**src/rtl/decode_stage.sv**
```systemverilog
// IF/ID decode stage for the pipelined MIPS datapath: turns one instruction per cycle into
// registered ID/EX control fields, with load-use bubbles, flush handling and a sticky HALT.
package decode_pkg;
    typedef enum logic [3:0] {
        ALU_SLL, ALU_SRL, ALU_ADD, ALU_SUB, ALU_AND,
        ALU_OR, ALU_XOR, ALU_NOR, ALU_SLT, ALU_SLTU
    } aluop_t;

    localparam logic [5:0] OP_RTYPE = 6'h00, OP_J    = 6'h02, OP_JAL   = 6'h03,
                           OP_BEQ   = 6'h04, OP_BNE  = 6'h05, OP_ADDI  = 6'h08,
                           OP_ADDIU = 6'h09, OP_SLTI = 6'h0a, OP_SLTIU = 6'h0b,
                           OP_ANDI  = 6'h0c, OP_ORI  = 6'h0d, OP_XORI  = 6'h0e,
                           OP_LUI   = 6'h0f, OP_LW   = 6'h23, OP_SW    = 6'h2b,
                           OP_HALT  = 6'h3f;

    localparam logic [5:0] FN_SLL = 6'h00, FN_SRL  = 6'h02, FN_SLLV = 6'h04,
                           FN_SRLV = 6'h06, FN_JR  = 6'h08, FN_ADD  = 6'h20,
                           FN_ADDU = 6'h21, FN_SUB = 6'h22, FN_SUBU = 6'h23,
                           FN_AND  = 6'h24, FN_OR  = 6'h25, FN_XOR  = 6'h26,
                           FN_NOR  = 6'h27, FN_SLT = 6'h2a, FN_SLTU = 6'h2b;
endpackage

module decode_stage import decode_pkg::*; #(
    parameter int WORD_W    = 32,
    parameter int RF_ADDR_W = 5,
    parameter int HAZARD_EN = 1,
    parameter int LINK_REG  = 31
) (
    input  logic                 CLK,
    input  logic                 nRST,
    input  logic                 ihit,
    input  logic [31:0]          instr,
    input  logic [WORD_W-1:0]    npc,
    input  logic                 flush,
    input  logic                 ex_dren,
    input  logic [RF_ADDR_W-1:0] ex_wsel,
    output logic                 hazard_stall,
    output logic                 id_valid,
    output logic [RF_ADDR_W-1:0] id_rs,
    output logic [RF_ADDR_W-1:0] id_rt,
    output logic [RF_ADDR_W-1:0] id_wsel,
    output logic [4:0]           id_shamt,
    output logic [WORD_W-1:0]    id_imm,
    output logic [25:0]          id_jaddr,
    output logic [WORD_W-1:0]    id_npc,
    output aluop_t               id_aluop,
    output logic [1:0]           id_alusrc,
    output logic [2:0]           id_pcsrc,
    output logic [1:0]           id_regsrc,
    output logic                 id_regwrite,
    output logic                 id_dren,
    output logic                 id_dwen,
    output logic                 id_halt
);

    typedef struct packed {
        logic                 valid;
        logic [RF_ADDR_W-1:0] rs;
        logic [RF_ADDR_W-1:0] rt;
        logic [RF_ADDR_W-1:0] wsel;
        logic [4:0]           shamt;
        logic [WORD_W-1:0]    imm;
        logic [25:0]          jaddr;
        logic [WORD_W-1:0]    npc;
        aluop_t               aluop;
        logic [1:0]           alusrc;
        logic [2:0]           pcsrc;
        logic [1:0]           regsrc;
        logic                 regwrite;
        logic                 dren;
        logic                 dwen;
    } id_fields_t;

    logic [5:0]           opcode;
    logic [5:0]           funct;
    logic [RF_ADDR_W-1:0] rs_f;
    logic [RF_ADDR_W-1:0] rt_f;
    logic [RF_ADDR_W-1:0] rd_f;
    logic                 uses_rt;
    logic                 is_halt;
    id_fields_t           dec;
    id_fields_t           id_q;
    logic                 halt_q;

    assign opcode = instr[31:26];
    assign funct  = instr[5:0];
    assign rs_f   = RF_ADDR_W'(instr[25:21]);
    assign rt_f   = RF_ADDR_W'(instr[20:16]);
    assign rd_f   = RF_ADDR_W'(instr[15:11]);

    always_comb begin
        dec          = '0;
        uses_rt      = 1'b0;
        is_halt      = 1'b0;
        dec.valid    = 1'b1;
        dec.rs       = rs_f;
        dec.rt       = rt_f;
        dec.wsel     = rt_f;
        dec.shamt    = instr[10:6];
        dec.imm      = WORD_W'($signed(instr[15:0]));
        dec.jaddr    = instr[25:0];
        dec.npc      = npc;
        unique case (opcode)
            OP_RTYPE: begin
                uses_rt      = 1'b1;
                dec.wsel     = rd_f;
                dec.regwrite = 1'b1;
                case (funct)
                    FN_SLL:           begin dec.aluop = ALU_SLL; dec.alusrc = 2'd1; end
                    FN_SRL:           begin dec.aluop = ALU_SRL; dec.alusrc = 2'd1; end
                    FN_SLLV:          dec.aluop = ALU_SLL;
                    FN_SRLV:          dec.aluop = ALU_SRL;
                    FN_ADD, FN_ADDU:  dec.aluop = ALU_ADD;
                    FN_SUB, FN_SUBU:  dec.aluop = ALU_SUB;
                    FN_AND:           dec.aluop = ALU_AND;
                    FN_OR:            dec.aluop = ALU_OR;
                    FN_XOR:           dec.aluop = ALU_XOR;
                    FN_NOR:           dec.aluop = ALU_NOR;
                    FN_SLT:           dec.aluop = ALU_SLT;
                    FN_SLTU:          dec.aluop = ALU_SLTU;
                    FN_JR:            begin dec.regwrite = 1'b0; dec.pcsrc = 3'd2; end
                    default: begin
                        // Unrecognised funct issues as a harmless valid no-op.
                        dec       = '0;
                        dec.valid = 1'b1;
                        dec.npc   = npc;
                    end
                endcase
            end
            OP_ADDI, OP_ADDIU: begin dec.aluop = ALU_ADD;  dec.alusrc = 2'd2; dec.regwrite = 1'b1; end
            OP_SLTI:           begin dec.aluop = ALU_SLT;  dec.alusrc = 2'd2; dec.regwrite = 1'b1; end
            OP_SLTIU:          begin dec.aluop = ALU_SLTU; dec.alusrc = 2'd2; dec.regwrite = 1'b1; end
            OP_ANDI, OP_ORI, OP_XORI: begin
                dec.imm      = WORD_W'(instr[15:0]);
                dec.aluop    = (opcode == OP_ANDI) ? ALU_AND : (opcode == OP_ORI) ? ALU_OR : ALU_XOR;
                dec.alusrc   = 2'd2;
                dec.regwrite = 1'b1;
            end
            OP_LUI: begin
                dec.imm      = WORD_W'({instr[15:0], 16'h0000});
                dec.regsrc   = 2'd1;
                dec.regwrite = 1'b1;
            end
            OP_LW: begin
                dec.aluop    = ALU_ADD;
                dec.alusrc   = 2'd2;
                dec.regsrc   = 2'd2;
                dec.regwrite = 1'b1;
                dec.dren     = 1'b1;
            end
            OP_SW:  begin uses_rt = 1'b1; dec.aluop = ALU_ADD; dec.alusrc = 2'd2; dec.dwen = 1'b1; end
            OP_BEQ: begin uses_rt = 1'b1; dec.aluop = ALU_SUB; dec.pcsrc = 3'd5; end
            OP_BNE: begin uses_rt = 1'b1; dec.aluop = ALU_SUB; dec.pcsrc = 3'd4; end
            OP_J:   dec.pcsrc = 3'd3;
            OP_JAL: begin
                dec.pcsrc    = 3'd3;
                dec.regsrc   = 2'd3;
                dec.regwrite = 1'b1;
                dec.wsel     = RF_ADDR_W'(LINK_REG);
            end
            OP_HALT: is_halt = 1'b1;
            default: begin
                dec       = '0;
                dec.valid = 1'b1;
                dec.npc   = npc;
            end
        endcase
        // $0 is hardwired, so a write there must never reach the register file.
        if (dec.wsel == '0)
            dec.regwrite = 1'b0;
    end

    always_comb begin
        hazard_stall = (HAZARD_EN != 0) && ihit && ex_dren && (ex_wsel != '0) &&
                       ((ex_wsel == rs_f) || (uses_rt && (ex_wsel == rt_f))) &&
                       !flush && !halt_q;
    end

    // Bubbles clear every field; only reset releases the sticky halt flag.
    always_ff @(posedge CLK) begin
        if (!nRST) begin
            id_q   <= '0;
            halt_q <= 1'b0;
        end else if (flush || halt_q || hazard_stall || !ihit) begin
            id_q   <= '0;
        end else begin
            id_q   <= dec;
            halt_q <= is_halt;
        end
    end

    assign id_valid    = id_q.valid;
    assign id_rs       = id_q.rs;
    assign id_rt       = id_q.rt;
    assign id_wsel     = id_q.wsel;
    assign id_shamt    = id_q.shamt;
    assign id_imm      = id_q.imm;
    assign id_jaddr    = id_q.jaddr;
    assign id_npc      = id_q.npc;
    assign id_aluop    = id_q.aluop;
    assign id_alusrc   = id_q.alusrc;
    assign id_pcsrc    = id_q.pcsrc;
    assign id_regsrc   = id_q.regsrc;
    assign id_regwrite = id_q.regwrite;
    assign id_dren     = id_q.dren;
    assign id_dwen     = id_q.dwen;
    assign id_halt     = halt_q;

endmodule
```
**config.mk**
```make
export PLATFORM = sky130hd
export DESIGN_NAME = decode_stage
export DESIGN_NICKNAME = d
export VERILOG_FILES = /design/src/rtl/decode_stage.sv
export SDC_FILE = /design/constraint.sdc
export NUM_CORES = 1
export LEC_CHECK = 0
export ABC_AREA = 1
export CAP_MARGIN = 20
export CORE_ASPECT_RATIO = 0.75
export CORE_MARGIN = 8
export CORE_UTILIZATION = 37
export CTS_CLUSTER_SIZE = 28
export DETAILED_ROUTE_END_ITERATION = 10
export PLACE_DENSITY_LB_ADDON = 0.15
export REMOVE_ABC_BUFFERS = 1
export SLEW_MARGIN = 15
export SYNTH_ARGS = -nofsm -noshare
export SYNTH_HDL_FRONTEND = slang
export SYNTH_SLANG_ARGS = --single-unit
```
**constraint.sdc**
```tcl
create_clock -name CLK -period 1.5 [get_ports CLK]
set_input_delay 0.375 -clock CLK [delete_from_list [all_inputs] [get_ports CLK]]
set_output_delay 0.375 -clock CLK [all_outputs]
set_load 0.03 [all_outputs]
```
Yosys cells after proc, flatten, opt, wreduce, memory -nomap -nowiden --
Index checks and enable logic that the tools add are counted.
Cells by class: equality and inequality tests 31, multiplexer cells 21, bitwise gates (word level) 1, reductions and logical operators 35
Operator list (number):
- one-hot mux 32 bit (4 select lines) | 1
- one-hot mux 58 bit (2 select lines) | 1
- two-way mux 110 bit | 1
- == test 6 bit, second input constant | 13
- == test 6 x 4 -> 1 bit, second input constant | 9
- one-hot mux 4 bit (9 select lines) | 1
- OR reduction 15 bit | 2
- OR reduction 14 bit | 2
- == test 6 x 3 -> 1 bit, second input constant | 4
- one-hot mux 4 bit (6 select lines) | 1
- one-hot mux 11 bit (2 select lines) | 1
- == test 6 x 2 -> 1 bit, second input constant | 3
- one-hot mux 5 bit (3 select lines) | 1
- OR reduction 2 bit | 7
- logical NOT 6 bit | 2
- one-hot mux 3 bit (4 select lines) | 1
- OR reduction 11 bit | 1
- == test 5 bit | 2
- one-hot mux 5 bit (2 select lines) | 1
- OR reduction 10 bit | 1
- OR reduction 9 bit | 1
- OR reduction 4 bit | 2
- logical AND 1 bit | 6
- two-way mux 1 bit | 6
- other kinds (10) | 18
Storage, ports and cells: register bits 126, input port bits 74, output and inout bits 127, logic and storage cells 104

Longest topological paths before layout --
depth after elaboration 11, mapped depth 13, gate-level depth less buffers 13

Worst setup path after synthesis --
OpenSTA, ideal clock, no wires.
kind input to register, from input instr[5], to register id_q (netlist bit id_jaddr[10]), library setup time 0.120 ns, arrival 1.518 ns, data required time 1.380 ns, setup slack -0.138 ns, cell stages on the path 10, cells stage by stage inv_2 > nor2_2 > nand2_1 > nand2_2 > nor2_2 > nand3_2 > nand2_2 > nor3b_4 > buf_6 > nor3_2
Between the ends: word-level cells in the longest chain between the ends 4
Ends and longest elaborated chain:
- start, declared | line 32 | input logic [31:0] instr,
- == test 6 bit (tied with other cells) | line 108 | case (funct)
- OR reduction 15 bit (no source line) *
- two-way mux 110 bit * | line 108
- one-hot mux 58 bit (2 select lines) * | line 103 | unique case (opcode)
- end signal, assigned | line 182 | id_q <= '0;
- end signal, assigned | line 185 | id_q <= '0;
- end signal, assigned | line 187 | id_q <= dec;
- end, declared | line 82 | id_fields_t id_q;
Mark *: on every way between the ends. The rest lies on a longest branch, timed or not. A chain may end at the register's enable or synchronous reset.

Worst setup path after layout --
from input instr[31], to output hazard_stall
Between the ends: word-level cells in the longest chain between the ends 8
Ends and longest elaborated chain:
- == test 6 x 3 -> 1 bit (tied with other cells) | line 103
- OR reduction 4 bit (no source line) *
- two-way mux 1 bit * | line 103
- logical AND 1 bit * | line 175 | ((ex_wsel == rs_f) || (uses_rt && (ex_wsel == rt_f))) &&
- logical OR 1 bit * | line 175
- logical AND 1 bit * | line 174 | hazard_stall = (HAZARD_EN != 0) && ihit && ex_dren && (ex_wsel != '0) &&
- logical AND 1 bit * | line 175
- logical AND 1 bit * | line 176 | !flush && !halt_q;
- end, declared | line 37 | output logic hazard_stall,
Marked as above.

==> reports/metrics.csv <==
metric;value;unit
TritonCTS clock tree;yes;
top-area cell type share of the netlist area;52.6;%
sequence of cells on the critical path;buf_6 > nor2_4 > nand3_4 > inv_2 > nand2_2 > nand2_2 > o21ai_2 > nand2_1 > nand2_2 > inv_2 > buf_6;
DRC viols;0;
number of clock sinks;111;
Fin Clk Skew;0.00649;ns
number of levels the H-tree was split into;3;
number of antenna violations at the first check in global routing;0;
via-per-instance ratio;4.76;
most frequent cell after synthesis;dfxtp_1;
highest achievable clock rate;0.566;GHz
largest stage delay on the critical path;0.18;ns
share of total power consumed by net switching;27.5;%
Clk pwr share;35.5;%
slew of the pin with the lowest slew margin;0.382;ns
post-synthesis cell area;4230;sq um
leftover overflow at the end of global routing;0;
weighted congestion reported at the end of routability-driven placement;0.837;
number of top-level pins;201;
sequential power share;43.4;%
all-layer global routing usage;21.1;%
Core Footprint;11000;sq um
mean instance size in the synthesized netlist;8.47;sq um
post-route setup slack;-0.268;ns
Post-Route WL;17.9;mm
EDFF count, synth;0;
result of the run;finished, violations left;
vias in the first global route;4828;
critical path fanouts, max;3;
number of buffers between clock root and the deepest sink;2;
Worst Path Buf+Inv;4;
Post-Syn Instances;499;
Hold Buf Count CTS;0;
Wirelength per Cell;18.1;microns
number of DRC markers in iteration 0;288;
MaxCap Viol Count;0;
global-route wire length before repair;25.4;mm
kind of critical path;in -> out;
setup violation total in the final timing report;95;
Detailed Routing Iterations Pass 1;4;
post-route setup TNS;-8.46;ns
total power;6.91;mW
count of standard-cell rows;33;
Data arrival, critical path;1.39;ns
power density over the cells;772;nW/um^2
Leakage;4.46;nW
highest-delay cell along the critical path;nor2_4;
worst slew slack as a fraction of its limit;74.6;%
max-slew violation count;0;
total internal power;5.01;mW
synth cell count leaders;111 x dfxtp_1, 70 x inv_1, 68 x nor2_1, 62 x nand2_1;
sort of element at the end of the critical path;primary output;
number of filler instances in the final layout;654;
vias after detailed routing;4719;
clock transition at the registers of the reported paths;0.08;ns
top area cells in the synthesized netlist;dfxtp_1 53%, inv_1 6.2%, nor2_1 6.0%;
peak ir drop on the vdd network;0.000564;V
Final period util;118;%
area grow syn2layout;112;%
half-perimeter wire length after detailed placement;10.4;mm
height of the die;109;microns
root buffer selected by CTS;clkbuf_16;
starting density of the core;38.3;%
register bit total from synthesis;111;
cell family contributing the most delay on the critical path;simple AND/OR/NAND/NOR gates;
Horiz. Die Dim;139;microns
commonest register cell after synthesis;dfxtp_1;
Cell variety after synth;29;
violated checks;negative setup slack;
largest net degree at the start of global routing;20;
placed inst area;6930;sq um
Synth async-reset ratio;0;%
CP startpoint kind;primary input;
total count of hold-check failures in the final report;0;
Multi-input gate area;2320;sq um
Die ar.;15100;sq um
sequential element share of the synthesized area;52.6;%
number of nets in the layout;921;
number of antenna repair diodes;0;
worst slack after detailed placement;-0.811;ns
warnings from Yosys;0;
part of the total power dissipated in combinational logic;21.1;%
total clock buffers created by CTS;9;
most used cell along the critical path;nand2_2;
critical path data required time;1.12;ns
Net Sw Power;1.90;mW
# port buffers;200;
Post-DRT Antenna Nets;0;
area used by sequential logic in the layout;2230;sq um
setup repair after global routing missed its margin;true;
fraction of final layout cells with drive strength greater than 1;49.9;%
clock latency on the worst-skew pair;0.35;ns
worst min path class;in -> reg;
biggest area consumer among synthesized cells;dfxtp_1;
time the final worst path needs with I/O delays and setup;1.77;ns
fin area;8950;sq um
==> through the flow <==
step	util, %	cells	hold slack (ns)
2_1_floorplan	-	467	0.487
3_3_place_gp	62.8	897	0.484
3_5_place_dp	62.8	897	0.499
4_1_cts	75.0	986	0.305
5_1_grt	81.2	992	0.289
6_report	81.2	992	0.289
==> path summary, 6_finish.rpt <==
path / from / to / slack [ns] / cells past startpoint
worst max-delay path: instr[31] / hazard_stall / -0.27 / 11
worst min-delay path: instr[31] / id_dren$_SDFF_PP0_ / 0.29 / 3
worst max register to register: id_halt$_SDFFE_PN0N_ / id_rs[1]$_SDFF_PP0_ / -0.15 / 8
worst min register to register: id_halt$_SDFFE_PN0N_ / id_halt$_SDFFE_PN0N_ / 0.49 / 2
==> logic make-up after synthesis <==
| group | Yosys count | synth area share [%] |
|---|---|---|
| AOI/OAI and AO/OA | 36 | 4.65 |
| and+or+nand+nor | 240 | 29.3 |
| xor gates and xnor gates | 3 | 0.622 |
| buffers and inverters | 109 | 12.8 |
| DFF | 111 | 52.6 |
==> worst register-to-register path: cells and delay by family, from the launching register on <==
family,cells,cell delay (ns)
buffers and inverters,5,0.73
flip-flops,1,0.35
AND/OR/NAND/NOR,3,0.50
==> state kept, by name (all words and copies together) (netlist names) <==
name and cells:
id_halt 1, id_aluop 4, id_npc 32, id_rs 5
id_shamt 4, id_regsrc 2, id_regwrite 1, id_valid 1
id_pcsrc 3, id_alusrc 2, id_dwen 1, id_dren 1
id_rt 4, id_imm 32, id_jaddr 13, id_wsel 5
==> final cells by class <==
type | instances | area share [%]
clock inverters | 6 | 0.825
well taps | 140 | 1.96
multi-input cells | 279 | 26.0
flip-flops and latches | 111 | 24.9
clock buffers | 10 | 2.56
inverters | 77 | 3.51
repair buffers | 369 | 40.3
==> layout by cell type, fill, tap and decap left out, types with 10 or more instances in the layout <==
cell	instances
nor3_2	30
dlygate4sd2_1	118
nor2_2	43
nand2_2	19
inv_2	16
clkbuf_16	12
buf_6	25
clkdlybuf4s15_1	13
nor3_4	16
clkdlybuf4s50_1	43
buf_4	125
inv_1	53
a21oi_2	16
nor2_4	28
buf_12	18
nor2_1	24
nand2_4	10
dfxtp_1	110
nand2_1	38
==> metal layers <==
layer | vias up | global-route usage [%] | part of all wire (%)
met5 | - | 0 | 0
met4 | 0 | 8.67 | 3.5
met3 | 50 | 6.47 | 6.6
met2 | 173 | 38.9 | 52
met1 | 2248 | 22.4 | 37
li1 | 2248 | - | -
==> power groups by stage <==
stage	registers [mW]	logic, mW	clock network (mW)
after global placement	3.07	0.952	0
final	3.00	1.46	2.46
after floorplan	3.18	0.273	0
after global routing	3.00	1.53	2.60
after CTS	3.00	1.24	2.50
after detailed placement	3.07	0.964	0
==> timing repair <==
| item | in CTS | in global routing |
|---|---|---|
| gates resized for setup | 365 | 189 |
| endpoints found under the setup margin | 238 | 123 |
| gates cloned | 12 | 3 |
| pin swaps | 42 | 47 |
| buffers inserted | 66 | 17 |
Power figures use the tool's default switching activity.
==> RTL edit (same flow settings) <==
The parameter `WORD_W` goes from 32 to 36.
--- a/src/rtl/decode_stage.sv
+++ b/src/rtl/decode_stage.sv
@@ -22,5 +22,5 @@
 
 module decode_stage import decode_pkg::*; #(
-    parameter int WORD_W    = 32,
+    parameter int WORD_W    = 36,
     parameter int RF_ADDR_W = 5,
     parameter int HAZARD_EN = 1,
Ports: changed (resized id_imm, id_npc and npc); port bits go from 201 to 213. No check against the original RTL was run, so the function may have changed too.
==> RTL edit against the original RTL <==
Synthesized cell count up 9.2%. Sequential cell count grew 5. Sequential power up 5%. Critical path depth down 1. Synthesized area grew 4.2%. Power is 29% higher. Critical path type unchanged. Wire length increased by 3.8%. Maximum frequency fell by 3.4%. The run still ends with setup timing left. Setup slack got worse by 0.063 ns. Global-route usage is 1.7 points higher. Cell area up 1.1%.
==> RTL edit: results (changes against the original RTL) <==
Outcome - complete, but fails checks
Violated checks - setup timing
Hold Path Depth - 4 (+1)
Crit-path max cell delay - 0.27 ns (+0.09 ns)
Final setup violation count - 116 (+22%)
First-pass GRT wire length - 28000 um (+11%)
Synth Area in Compound Gates - 4.20% (-0.44 points)
#MultiIn Comb - 302 (+8.2%)
FILL cells - 793 (+21%)
Setup crit start - ex_wsel[4]
First DRT Iteration DRCs - 265 (-8.0%)
GRT Util Overall - 22.8% (+1.7 points)
Reg-to-reg setup timing slack - -0.18 ns (-0.03 ns)
Top cells by area, synth - dfxtp_1 (53%), nor2_1 (10%), inv_1 (6.8%), nor3_2 (4.5%), nand2_1 (4.3%)
Hold Path End - id_rt[0]$_SDFF_PP0_
Register share of total power - 35.3% (-8.1 points)
Top cells by count, synth - nor2_1 (120), dfxtp_1 (116), inv_1 (80), nand2_1 (51), nor3_1 (29)
Final worst slack - -0.330 ns (-0.0628 ns)
Maximum number of pins on one net before global-route repair - 18 (-10%)
Width of the chip - 142 um (+1.9%)
Clk sink count - 116 (+4.5%)
Min-delay src - instr[16]
R2R depth - 9 (+1)
H-tree depth - 4 (+1)
Slowest stage cell, crit path - nor4_4
Buffers added on ports - 212 (+6.0%)
Non-Clock Buffer Count - 356 (-3.5%)
Setup bufs post-CTS - 24 (-64%)
CTS Buf Count - 17 (+8)
Inverters - 89 (+16%)
Clk pin slew, worst setup/hold paths - 0.06 ns (-0.02 ns)
Worst hold margin - 0.311 ns (+0.0219 ns)
XOR/XNOR Fraction of Synth Area - 0.795% (+0.17 points)
ClkCell Share - 7.05% (+3.7 points)
Total power - 8.93 mW (+29%)
CP Data Arrival Time - 1.46 ns (+0.07 ns)
Pleak - 4.34 nW (-2.8%)
Max Clock Skew - 0.00647 ns (-0.0000137 ns)
Worst-margin pin slew - 0.326 ns (-0.0553 ns)
Worst vdd ir - 874 uV (+55%)
Vias - 4942 (+4.7%)
Clock buffers - 19 (+9)
Fin util - 77.9% (-3.3 points)
Clk_lat worst skew - 0.41 ns (+0.06 ns)
Post-CTS Resized - 435 (+19%)
DP Cell Count - 976 (+8.8%)
Logic pwr share - 15.6% (-5.5 points)
Mean post-synth cell area - 8.08 sq um (-4.6%)
FF/Latch Area - 2320 sq um (+4.3%)
Layout cell share with drive strength beyond 1 - 48.7% (-1.2 points)
Area of the multi-input gates - 1940 sq um (-16%)
RD Place Congestion - 0.883 (+5.5%)
Pint - 6.69 mW (+33%)
Post-DP HPWL - 11800 um (+13%)
Final wirelength - 18600 um (+3.8%)
Reg2Reg Capture Point - id_rt[1]$_SDFF_PP0_
## RTL edit: cell types whose count changed in the layout (fill, tap and decap cells not counted), moves of 11 or more
| cell | delta |
|---|---|
| clkbuf_2 | +62 |
| clkdlybuf4s15_1 | +19 |
| nor2_1 | +72 |
| nor2_2 | -23 |
| buf_6 | -11 |
| buf_4 | -22 |
| clkdlybuf4s15_2 | +25 |
| a21oi_2 | -15 |
| nor2_4 | -16 |
| o21ai_0 | +15 |
| inv_1 | +14 |
| dlygate4sd2_1 | -112 |
## RTL edit: kinds of logic after synthesis
group | after synthesis
buffers and inverters | 127
flip-flops | 116
XOR/XNOR | 4
AND/OR/NAND/NOR | 265
AO/OA/AOI/OAI | 33
## RTL edit: per-layer routing
layer	track usage, %	routed length (um)	vias to the layer above
li1	-	-	2355
met1	25.0	7280	2353
met2	40.3	9550	198
met3	6.63	1280	36
met4	8.92	489	0
met5	0	0	-
